<file path="config.mk">
export PLATFORM = sky130hd
export DESIGN_NAME = matmul_core_p_flat
export DESIGN_NICKNAME = d
export VERILOG_FILES = /design/src/rtl/matmul_pkg.sv /design/src/rtl/matmul_core_p_if.sv /design/src/rtl/mac_unit.sv /design/src/rtl/matmul_core_p.sv /design/src/flat_wrapper.sv
export SDC_FILE = /design/constraint.sdc
export NUM_CORES = 1
export LEC_CHECK = 0
export CAP_MARGIN = 15
export CORE_MARGIN = 3
export CORE_UTILIZATION = 49
export CTS_BUF_LIST = sky130_fd_sc_hd__clkbuf_8
export DETAILED_ROUTE_END_ITERATION = 10
export GPL_TIMING_DRIVEN = 0
export PLACE_DENSITY = 0.67
export SLEW_MARGIN = 20
export SYNTH_ARGS = -nofsm -noshare
export SYNTH_HDL_FRONTEND = slang
export SYNTH_SLANG_ARGS = --single-unit
</file>
<file path="constraint.sdc">
create_clock -name clock -period 7.9 [get_ports clock]
set_input_delay 1.185 -clock clock [delete_from_list [all_inputs] [get_ports clock]]
set_output_delay 1.185 -clock clock [all_outputs]
set_load 0.005 [all_outputs]
</file>
<file path="src/rtl/matmul_pkg.sv">
// rtl/matmul_pkg.sv - shared state encoding and accumulator sizing for matmul_core_p
package matmul_pkg;

    typedef enum logic [2:0] {
        S_IDLE,
        S_RD_A,
        S_RD_B,
        S_MAC,
        S_WR_C,
        S_DONE
    } mm_state_t;

    // Headroom of DIM_W bits lets dim_k products sum without wrapping.
    function automatic int acc_width(input int data_w, input int dim_w);
        return 2 * data_w + dim_w;
    endfunction

endpackage

</file>
<file path="src/rtl/matmul_core_p_if.sv">
// rtl/matmul_core_p_if.sv - single-port data memory bus between core and RAM
interface matmul_core_p_if #(
    parameter int ADDR_W = 8,
    parameter int DATA_W = 16
);
    logic [ADDR_W-1:0] mem_addr;
    logic              mem_we;
    logic [DATA_W-1:0] mem_wdata;
    logic [DATA_W-1:0] mem_rdata;

    modport master (output mem_addr, output mem_we, output mem_wdata, input mem_rdata);
    modport slave  (input mem_addr, input mem_we, input mem_wdata, output mem_rdata);
endinterface

</file>
<file path="src/rtl/mac_unit.sv">
// rtl/mac_unit.sv - unsigned multiply-accumulate with clear and enable
module mac_unit #(
    parameter int DATA_W = 16,
    parameter int ACC_W  = 40
) (
    input  logic              clock,
    input  logic              RST,
    input  logic              clr,
    input  logic              en,
    input  logic [DATA_W-1:0] a,
    input  logic [DATA_W-1:0] b,
    output logic [ACC_W-1:0]  acc
);
    logic [2*DATA_W-1:0] prod;
    logic [ACC_W-1:0]    acc_d, acc_q;

    always_comb begin
        prod  = {{DATA_W{1'b0}}, a} * {{DATA_W{1'b0}}, b};
        acc_d = acc_q;
        if (clr) begin
            acc_d = '0;
        end else if (en) begin
            acc_d = acc_q + {{(ACC_W-2*DATA_W){1'b0}}, prod};
        end
    end

    always_ff @(posedge clock) begin
        if (RST) acc_q <= '0;
        else     acc_q <= acc_d;
    end

    assign acc = acc_q;
endmodule

</file>
<file path="src/rtl/matmul_core_p.sv">
// rtl/matmul_core_p.sv - hardwired C = A x B engine with row-interleaved multi-core split
module matmul_core_p
    import matmul_pkg::*;
#(
    parameter int DATA_W  = 16,
    parameter int ADDR_W  = 8,
    parameter int DIM_W   = 8,
    parameter int N_CORES = 1,
    parameter int CORE_ID = 0
) (
    input  logic               clock,
    input  logic               RST,
    input  logic               start,
    input  logic [DIM_W-1:0]   dim_i,
    input  logic [DIM_W-1:0]   dim_k,
    input  logic [DIM_W-1:0]   dim_j,
    input  logic [ADDR_W-1:0]  base_a,
    input  logic [ADDR_W-1:0]  base_b,
    input  logic [ADDR_W-1:0]  base_c,
    matmul_core_p_if.master    mem,
    output logic               busy,
    output logic               done,
    output logic               ovf
);
    localparam int ACC_W = acc_width(DATA_W, DIM_W);
    localparam int CW    = DIM_W + 1;
    localparam logic [CW-1:0] CORE_ID_C = CW'(CORE_ID);
    localparam logic [CW-1:0] N_CORES_C = CW'(N_CORES);

    mm_state_t           state_d, state_q;
    logic [DIM_W-1:0]    dim_i_d, dim_i_q, dim_k_d, dim_k_q, dim_j_d, dim_j_q;
    logic [CW-1:0]       i_d, i_q;
    logic [DIM_W-1:0]    j_d, j_q, k_d, k_q;
    logic [ADDR_W-1:0]   base_b_d, base_b_q;
    logic [ADDR_W-1:0]   pa_d, pa_q, row_a_d, row_a_q, stride_a_d, stride_a_q;
    logic [ADDR_W-1:0]   pb_d, pb_q, col_b_d, col_b_q;
    logic [ADDR_W-1:0]   pc_d, pc_q, row_c_d, row_c_q, stride_c_d, stride_c_q;
    logic [DATA_W-1:0]   a_d, a_q;
    logic                busy_d, busy_q, done_d, done_q, ovf_d, ovf_q;
    logic                mac_clr, mac_en;
    logic [ACC_W-1:0]    acc;
    logic [CW-1:0]       k_inc, j_inc, i_inc;

    mac_unit #(.DATA_W(DATA_W), .ACC_W(ACC_W)) u_mac (
        .clock (clock),
        .RST   (RST),
        .clr   (mac_clr),
        .en    (mac_en),
        .a     (a_q),
        .b     (mem.mem_rdata),
        .acc   (acc)
    );

    always_comb begin
        state_d = state_q;
        dim_i_d = dim_i_q;   dim_k_d = dim_k_q;   dim_j_d = dim_j_q;
        i_d = i_q;           j_d = j_q;           k_d = k_q;
        base_b_d = base_b_q;
        pa_d = pa_q;  row_a_d = row_a_q;  stride_a_d = stride_a_q;
        pb_d = pb_q;  col_b_d = col_b_q;
        pc_d = pc_q;  row_c_d = row_c_q;  stride_c_d = stride_c_q;
        a_d = a_q;
        ovf_d   = ovf_q;
        mac_clr = 1'b0;
        mac_en  = 1'b0;
        k_inc = {1'b0, k_q} + CW'(1);
        j_inc = {1'b0, j_q} + CW'(1);
        i_inc = i_q + N_CORES_C;

        case (state_q)
            S_IDLE: if (start) begin
                dim_i_d = dim_i;  dim_k_d = dim_k;  dim_j_d = dim_j;
                base_b_d = base_b;
                ovf_d = 1'b0;
                i_d = CORE_ID_C;  j_d = '0;  k_d = '0;
                mac_clr = 1'b1;
                // Constant-coefficient products only: seed and stride of the running pointers.
                row_a_d    = base_a + ADDR_W'(CORE_ID * int'(dim_k));
                pa_d       = base_a + ADDR_W'(CORE_ID * int'(dim_k));
                stride_a_d = ADDR_W'(N_CORES * int'(dim_k));
                pb_d       = base_b;
                col_b_d    = base_b;
                row_c_d    = base_c + ADDR_W'(CORE_ID * int'(dim_j));
                pc_d       = base_c + ADDR_W'(CORE_ID * int'(dim_j));
                stride_c_d = ADDR_W'(N_CORES * int'(dim_j));
                if (dim_i == '0 || dim_k == '0 || dim_j == '0 || CORE_ID_C >= {1'b0, dim_i})
                    state_d = S_DONE;
                else
                    state_d = S_RD_A;
            end
            S_RD_A: state_d = S_RD_B;
            S_RD_B: begin
                a_d = mem.mem_rdata;
                state_d = S_MAC;
            end
            S_MAC: begin
                mac_en = 1'b1;
                k_d  = k_inc[DIM_W-1:0];
                pa_d = pa_q + ADDR_W'(1);
                pb_d = pb_q + ADDR_W'(dim_j_q);
                state_d = (k_inc < {1'b0, dim_k_q}) ? S_RD_A : S_WR_C;
            end
            S_WR_C: begin
                mac_clr = 1'b1;
                k_d = '0;
                if (|acc[ACC_W-1:DATA_W]) ovf_d = 1'b1;
                if (j_inc == {1'b0, dim_j_q}) begin
                    j_d = '0;
                    i_d = i_inc;
                    pb_d = base_b_q;  col_b_d = base_b_q;
                    row_a_d = row_a_q + stride_a_q;  pa_d = row_a_q + stride_a_q;
                    row_c_d = row_c_q + stride_c_q;  pc_d = row_c_q + stride_c_q;
                    state_d = (i_inc >= {1'b0, dim_i_q}) ? S_DONE : S_RD_A;
                end else begin
                    j_d = j_inc[DIM_W-1:0];
                    pb_d = col_b_q + ADDR_W'(1);  col_b_d = col_b_q + ADDR_W'(1);
                    pa_d = row_a_q;
                    pc_d = pc_q + ADDR_W'(1);
                    state_d = S_RD_A;
                end
            end
            S_DONE:  state_d = S_IDLE;
            default: state_d = S_IDLE;
        endcase

        busy_d = (state_d != S_IDLE);
        done_d = (state_d == S_DONE);
    end

    always_ff @(posedge clock) begin
        if (RST) begin
            state_q <= S_IDLE;
            dim_i_q <= '0;  dim_k_q <= '0;  dim_j_q <= '0;
            i_q <= '0;  j_q <= '0;  k_q <= '0;
            base_b_q <= '0;
            pa_q <= '0;  row_a_q <= '0;  stride_a_q <= '0;
            pb_q <= '0;  col_b_q <= '0;
            pc_q <= '0;  row_c_q <= '0;  stride_c_q <= '0;
            a_q <= '0;
            busy_q <= 1'b0;  done_q <= 1'b0;  ovf_q <= 1'b0;
        end else begin
            state_q <= state_d;
            dim_i_q <= dim_i_d;  dim_k_q <= dim_k_d;  dim_j_q <= dim_j_d;
            i_q <= i_d;  j_q <= j_d;  k_q <= k_d;
            base_b_q <= base_b_d;
            pa_q <= pa_d;  row_a_q <= row_a_d;  stride_a_q <= stride_a_d;
            pb_q <= pb_d;  col_b_q <= col_b_d;
            pc_q <= pc_d;  row_c_q <= row_c_d;  stride_c_q <= stride_c_d;
            a_q <= a_d;
            busy_q <= busy_d;  done_q <= done_d;  ovf_q <= ovf_d;
        end
    end

    // Memory bus is decoded from registered state only.
    always_comb begin
        mem.mem_addr  = '0;
        mem.mem_we    = 1'b0;
        mem.mem_wdata = '0;
        case (state_q)
            S_RD_A: mem.mem_addr = pa_q;
            S_RD_B: mem.mem_addr = pb_q;
            S_WR_C: begin
                mem.mem_addr  = pc_q;
                mem.mem_we    = 1'b1;
                mem.mem_wdata = acc[DATA_W-1:0];
            end
            default: ;
        endcase
    end

    assign busy = busy_q;
    assign done = done_q;
    assign ovf  = ovf_q;
endmodule

</file>
<file path="src/flat_wrapper.sv">
// flat-port wrapper written by rule: the top's interface ports become plain ports
module matmul_core_p_flat import matmul_pkg::*;
#(
    parameter int DATA_W  = 16,
    parameter int ADDR_W  = 8,
    parameter int DIM_W   = 8,
    parameter int N_CORES = 1,
    parameter int CORE_ID = 0
)
  (clock, RST, start, dim_i, dim_k, dim_j, base_a, base_b, base_c, busy, done, ovf, mem_mem_addr, mem_mem_we, mem_mem_wdata, mem_mem_rdata);
  matmul_core_p_if #(.ADDR_W(ADDR_W), .DATA_W(DATA_W)) mem_i ();
  input  logic clock;
  input  logic RST;
  input  logic start;
  input  logic [DIM_W-1:0] dim_i;
  input  logic [DIM_W-1:0] dim_k;
  input  logic [DIM_W-1:0] dim_j;
  input  logic [ADDR_W-1:0] base_a;
  input  logic [ADDR_W-1:0] base_b;
  input  logic [ADDR_W-1:0] base_c;
  output logic busy;
  output logic done;
  output logic ovf;
  output wire logic [$bits(mem_i.mem_addr)-1:0] mem_mem_addr;
  output wire logic [$bits(mem_i.mem_we)-1:0] mem_mem_we;
  output wire logic [$bits(mem_i.mem_wdata)-1:0] mem_mem_wdata;
  input wire logic [$bits(mem_i.mem_rdata)-1:0] mem_mem_rdata;
  assign mem_mem_addr = mem_i.mem_addr;
  assign mem_mem_we = mem_i.mem_we;
  assign mem_mem_wdata = mem_i.mem_wdata;
  assign mem_i.mem_rdata = mem_mem_rdata;
  matmul_core_p #(.DATA_W(DATA_W), .ADDR_W(ADDR_W), .DIM_W(DIM_W), .N_CORES(N_CORES), .CORE_ID(CORE_ID)) u_core (.clock(clock), .RST(RST), .start(start), .dim_i(dim_i), .dim_k(dim_k), .dim_j(dim_j), .base_a(base_a), .base_b(base_b), .base_c(base_c), .mem(mem_i), .busy(busy), .done(done), .ovf(ovf));
endmodule
</file>
Word level (Yosys, flattened, before mapping)
Index checks and enable logic that the tools add are counted.
{"block": "word_totals", "regBits": 167, "inputBits": 67, "output_inout_bits": 28, "word_cells": 94}
{"block": "op_classes", "addsub": 10, "n_mul": 1, "order_cmp": 3, "n_eq_ne": 9, "n_mux": 35, "n_reduce_logical": 17}
{"cell": "$pmux 8 s3", "n": 4}
{"cell": "$pmux 8 s2", "n": 5}
{"cell": "$mux 8", "n": 9}
{"cell": "$add 40x32->40", "n": 1}
{"cell": "$mul 16x16->32", "n": 1}
{"cell": "$add 8x1->8 const B", "n": 3}
{"cell": "$add 8x8->8", "n": 3}
{"cell": "$logic_not 8->1", "n": 3}
{"cell": "$reduce_or 24->1", "n": 1}
{"cell": "$add 8x1->9 const B", "n": 2}
{"cell": "$mux 9", "n": 2}
{"cell": "$pmux 9 s2", "n": 1}
{"cell": "$mux 16", "n": 1}
{"cell": "$mux 3", "n": 5}
{"cell": "$pmux 3 s5", "n": 1}
{"cell": "$add 9x1->9 const B", "n": 1}
{"cell": "$eq 9x8->1", "n": 1}
{"cell": "$ge 9x8->1", "n": 1}
{"cell": "$lt 9x8->1", "n": 1}
{"cell": "$ge 1x8->1 const A", "n": 1}
{"cell": "$eq 3x2->1 const B", "n": 2}
{"cell": "$eq 3x3->1 const B", "n": 2}
{"cell": "$reduce_and 2->1", "n": 3}
{"cell": "$reduce_and 3->1", "n": 2}
{"cell": "other kinds (10)", "n": 19}

Depth between registers and ports, before layout
{"block": "logic_depth", "word_depth": 8, "ltp_mapped": 25, "depth_no_buf": 23}

Cells and area by module
Synthesis repeated with hierarchy kept, for this count alone.
{"block": "unflattened", "cells_unflattened": 2376, "area_unflattened_um2": 19322.3}
{"module": "mac_unit", "n_inst": 1, "cells_each": 1349, "area_each_um2": 11417.2, "seq_area_each_um2": 800.8}
{"module": "matmul_core_p", "n_inst": 1, "cells_each": 1027, "area_each_um2": 7905.1, "seq_area_each_um2": 2542.4}

Worst setup path before layout
Ideal clock, no wire load.
{"block": "synth_path", "path_kind": "input to register", "startpoint": "input port mem_mem_rdata[7]", "endpoint": "register u_core.u_mac.acc_q[39], in the netlist u_core.u_mac.acc[39]", "setup_ns": 0.116, "arrival_time_ns": 7.084, "required_ns": 7.784, "slack_ns": 0.699, "stages": 24, "path_buffers": 3, "cell_sequence": "clkbuf_1 > clkbuf_1 > nand2_1 > fa_1 > inv_1 > fa_1 > inv_1 > fa_1 > inv_1 > fa_1 > fa_1 > inv_1 > fa_1 > inv_1 > ha_1 > clkbuf_1 > nand2_1 > nor3_1 > or3b_1 > a31oi_1 > o21ai_0 > o31ai_1 > a31oi_1 > a41o_1"}
{"block": "synth_between", "elab_chain_cells": 2}
{"item": "start: declaration", "line": "flat_wrapper.sv:27", "source": "input wire logic [$bits(mem_i.mem_rdata)-1:0] mem_mem_rdata;"}
{"item": "$mul 16x16->32", "line": "mac_unit.sv:18", "source": "prod = {{DATA_W{1'b0}}, a} * {{DATA_W{1'b0}}, b};"}
{"item": "$add 40x32->40", "line": "mac_unit.sv:23", "source": "acc_d = acc_q + {{(ACC_W-2*DATA_W){1'b0}}, prod};"}
{"item": "end signal: assignment", "line": "mac_unit.sv:28", "source": "if (RST) acc_q <= '0;"}
{"item": "end signal: assignment", "line": "mac_unit.sv:29", "source": "else acc_q <= acc_d;"}
{"item": "end: declaration", "line": "mac_unit.sv:15", "source": "logic [ACC_W-1:0] acc_d, acc_q;"}
Every way passes these cells.
A chain may end at the register's enable or synchronous reset.

Worst setup path after layout
{"block": "layout_path", "startpoint": "input port mem_mem_rdata[13]", "endpoint": "register u_core.u_mac.acc_q[35], in the netlist u_core.u_mac.acc[35]"}
Same word-level chain as after synthesis.

==> reports/metrics.cfg <==
[die]
io_pins=95
die_h_um=202
rows=71
die_x_um=202
initial_core_util_pct=49.7
dieArea_sq_um=40700
core-area_sq_um=37800

[timing]
max_slew_margin_pct=37.1
clock_skew_ps=20.6
report.final.slew_viol_count=0
fmax_ghz=0.130
grt_setup_unrepaired=no
hold_viol=0
fin_crit_sh_pct=97.2
finalSetupViolations=0
period_minus_slack_ps=7680
worst_pin_slew_ps=943
layout_setup_ws_ps=221

[setup_path]
critical_path.max_fanout=10
ff2ff_path_depth=24
cp_slowest_cell=clkdlybuf4s50_1
cp.required_ps=8290
cp-start-kind=primary input
crit_path_start=mem_mem_rdata[13]
cp-end-kind=register
slowest_delay_ps=700
cpMostUsedCell=fa_1
critPathArrivalTime_ps=8070
cp_cell_sequence=clkdlybuf4s50_1 -> clkbuf_2 -> nand2_1 -> fa_1 -> fa_1 -> inv_1 -> fa_1 -> fa_1 -> fa_1 -> inv_1 -> fa_1 -> inv_1 -> ha_1 -> buf_2 -> nand4_1 -> nor3_2 -> or3b_1 -> a31oi_1 -> o21ai_0 -> o31ai_2 -> buf_4 -> a21oi_1 -> a31o_2
worst_r2r_endpoint=u_core.u_mac.acc[35]
reg2reg_from=u_core.a_q[7]
rrSetupSlack_ps=540
criticalPathCategory=primary input to register

[synth]
async_flop_share_pct=0
syn_inst=2327
synth_top_area_share_pct=24.4
synth.most_common_cell=nand2_1
synth.cell_area_sq_um=18800
synth.largest_area_cell=fa_1
syn_avg_cell_area_sq_um=8.07
ys_ff_latch=167
synthTopCellsByArea=fa_1 24%, dfxtp_1 18%, ha_1 10%, nand2_1 7.8%, inv_1 7.6%
ys.flop_type=dfxtp_1
synth_common_cells=388 x nand2_1, 380 x inv_1, 229 x fa_1
synth_nets=2775
ys_seq_area_share_pct=17.8
synth_edf_count=0
synth_cell_types=74
yosys_warnings=0

[place]
placed_cell_area_sq_um=20300
hpwl_mm=46.5
place.gp.congestion=0.944
detailedPlace.worstSlack_ps=-983
portBuffers=90

[clock_network]
cts_buffers=17
postCtsHoldBufs=0
cts-root-buf=clkbuf_8
cts_max_path_buffers=2
cts.sinks=167
htreeDepth=4
cts_tree=yes
worstSkewPairLatency_ps=480
path_clk_slew_ps=100

[worst_hold_path]
holdPathStages=2
hold_class=register to register
hold_start=u_core.u_mac.acc[8]
holdPathEnd=u_core.u_mac.acc[8]

[route]
routed_wl_mm=56.6
dr.pass1.iters=7
drc_errors=0
routedWlPerCell_um=19.1
ant_nets=0
viasPerCell=5.50
drt_iter0_drc=1022
vias=16300

[power]
p_per_area_nw_per_um2=179
ir_drop_mv=0.121
p_leak_nw=9.67

[global_route]
grt_use_total_pct=28.4
first_global_vias=17000
grt-ovfl-total=0
grt_max_degree=17
grt_pass1_wl_mm=91.5
antenna_found_initial=0

[status]
outcome=completed

[finish]
fill_cells=3622
drive_gt1_share_pct=3.84
antennaDiodeCount=0
final_util_pct=55.0
fin_nets=2885
area_delta_synth_final_pct=10.6
design_area_sq_um=20800

[run]
drv_cap=0

==> metrics by stage <==
stage	setup TNS, ps	power (mW)	hold slack, ps	instances
after global placement	-6620	2.99	438	2928
final	0	3.71	461	2959
after global routing	0	4.00	486	2959
after detailed placement	-6680	3.00	449	2928
after CTS	0	3.70	463	2959
after floorplan	0	2.40	432	2327
==> placed cells by master, fill, tap and decap left out, types with 23 or more instances in the layout <==
master           instances
nand2_1                388
inv_1                  381
fa_1                   229
dfxtp_1                167
ha_1                   152
a21oi_1                139
nor2_1                 119
and2_1                 118
clkdlybuf4s50_1         81
clkbuf_1                80
o21ai_0                 53
xnor2_1                 44
nand3_1                 40
xor2_1                  34
a21o_1                  30
and3_1                  24
a31oi_1                 24
a211oi_1                23
==> critical path: cells and delay by family <==
kind,cells,cell delay [ps]
compound gates,5,1000
simple gates,4,1070
fa+ha+maj,7,3290
buf+inv,7,1530
==> layout make-up <==
| class | instances | area (sq um) | area share (%) |
|---|---|---|---|
| Clock inverter | 12 | 143 | 0.687 |
| Inverter | 381 | 1430 | 6.89 |
| Tap cell | 511 | 639 | 3.08 |
| Sequential cell | 167 | 3340 | 16.1 |
| Timing Repair Buffer | 91 | 923 | 4.45 |
| Buffer | 122 | 519 | 2.50 |
| Clock buffer | 18 | 248 | 1.19 |
| Multi-Input combinational cell | 1657 | 13500 | 65.1 |
==> state kept, by name (all words and copies together), names as in the netlist, 3 cells and up <==
register / cells
u_core.u_mac.acc: 40
u_core.state_q: 3
u_core.row_c_q: 8
u_core.dim_j_q: 8
u_core.dim_k_q: 8
u_core.k_q: 8
u_core.pb_q: 8
u_core.col_b_q: 8
u_core.dim_i_q: 8
u_core.a_q: 16
u_core.pc_q: 8
u_core.j_q: 8
u_core.pa_q: 8
u_core.i_q: 9
u_core.row_a_q: 8
u_core.base_b_q: 8
==> power by group <==
part / switching (mW) / total, mW / leakage, nW / internal, mW
logic: 1.25 / 2.00 / 8.11 / 0.747
registers: 0.116 / 1.04 / 1.36 / 0.928
clock network: 0.373 / 0.666 / 0.201 / 0.293
total: 1.74 / 3.71 / 9.67 / 1.97
==> worst max path at each step <==
stage | slack (ps) | cells past startpoint | to
2_1_floorplan | 700 | 24 | u_core.u_mac.acc[39]
3_3_place_gp | -1000 | 24 | u_core.u_mac.acc[39]
3_5_place_dp | -980 | 24 | u_core.u_mac.acc[39]
4_1_cts | 30 | 25 | u_core.u_mac.acc[32]
5_1_grt | 2 | 23 | u_core.u_mac.acc[39]
6_report | 220 | 23 | u_core.u_mac.acc[35]
==> kinds of logic after synthesis <==
group / after synthesis / share of synthesized area [%]
xor gates and xnor gates: 78 / 3.64
and+or+nand+nor: 796 / 19.6
adders and majority gates: 381 / 34.5
DFF: 167 / 17.8
AOI/OAI and AO/OA: 387 / 13.3
buffers and inverters: 503 / 10.3
muxes: 15 / 0.846
==> repair_timing <==
action / CTS / global route
endpoints found under the setup margin: 7 / 9
setup buffers: 1 / 0
gates resized for setup: 11 / 29
pin swaps: 1 / 0
==> layer usage <==
| layer | track usage [%] | wire length, um | vias up |
|---|---|---|---|
| li1 | - | - | 7689 |
| met1 | 36.4 | 23600 | 7854 |
| met2 | 48.7 | 27300 | 593 |
| met3 | 3.62 | 3280 | 126 |
| met4 | 11.7 | 2410 | 0 |
| met5 | 0 | 0 | - |
No activity file was read; power rests on OpenSTA's default activity.
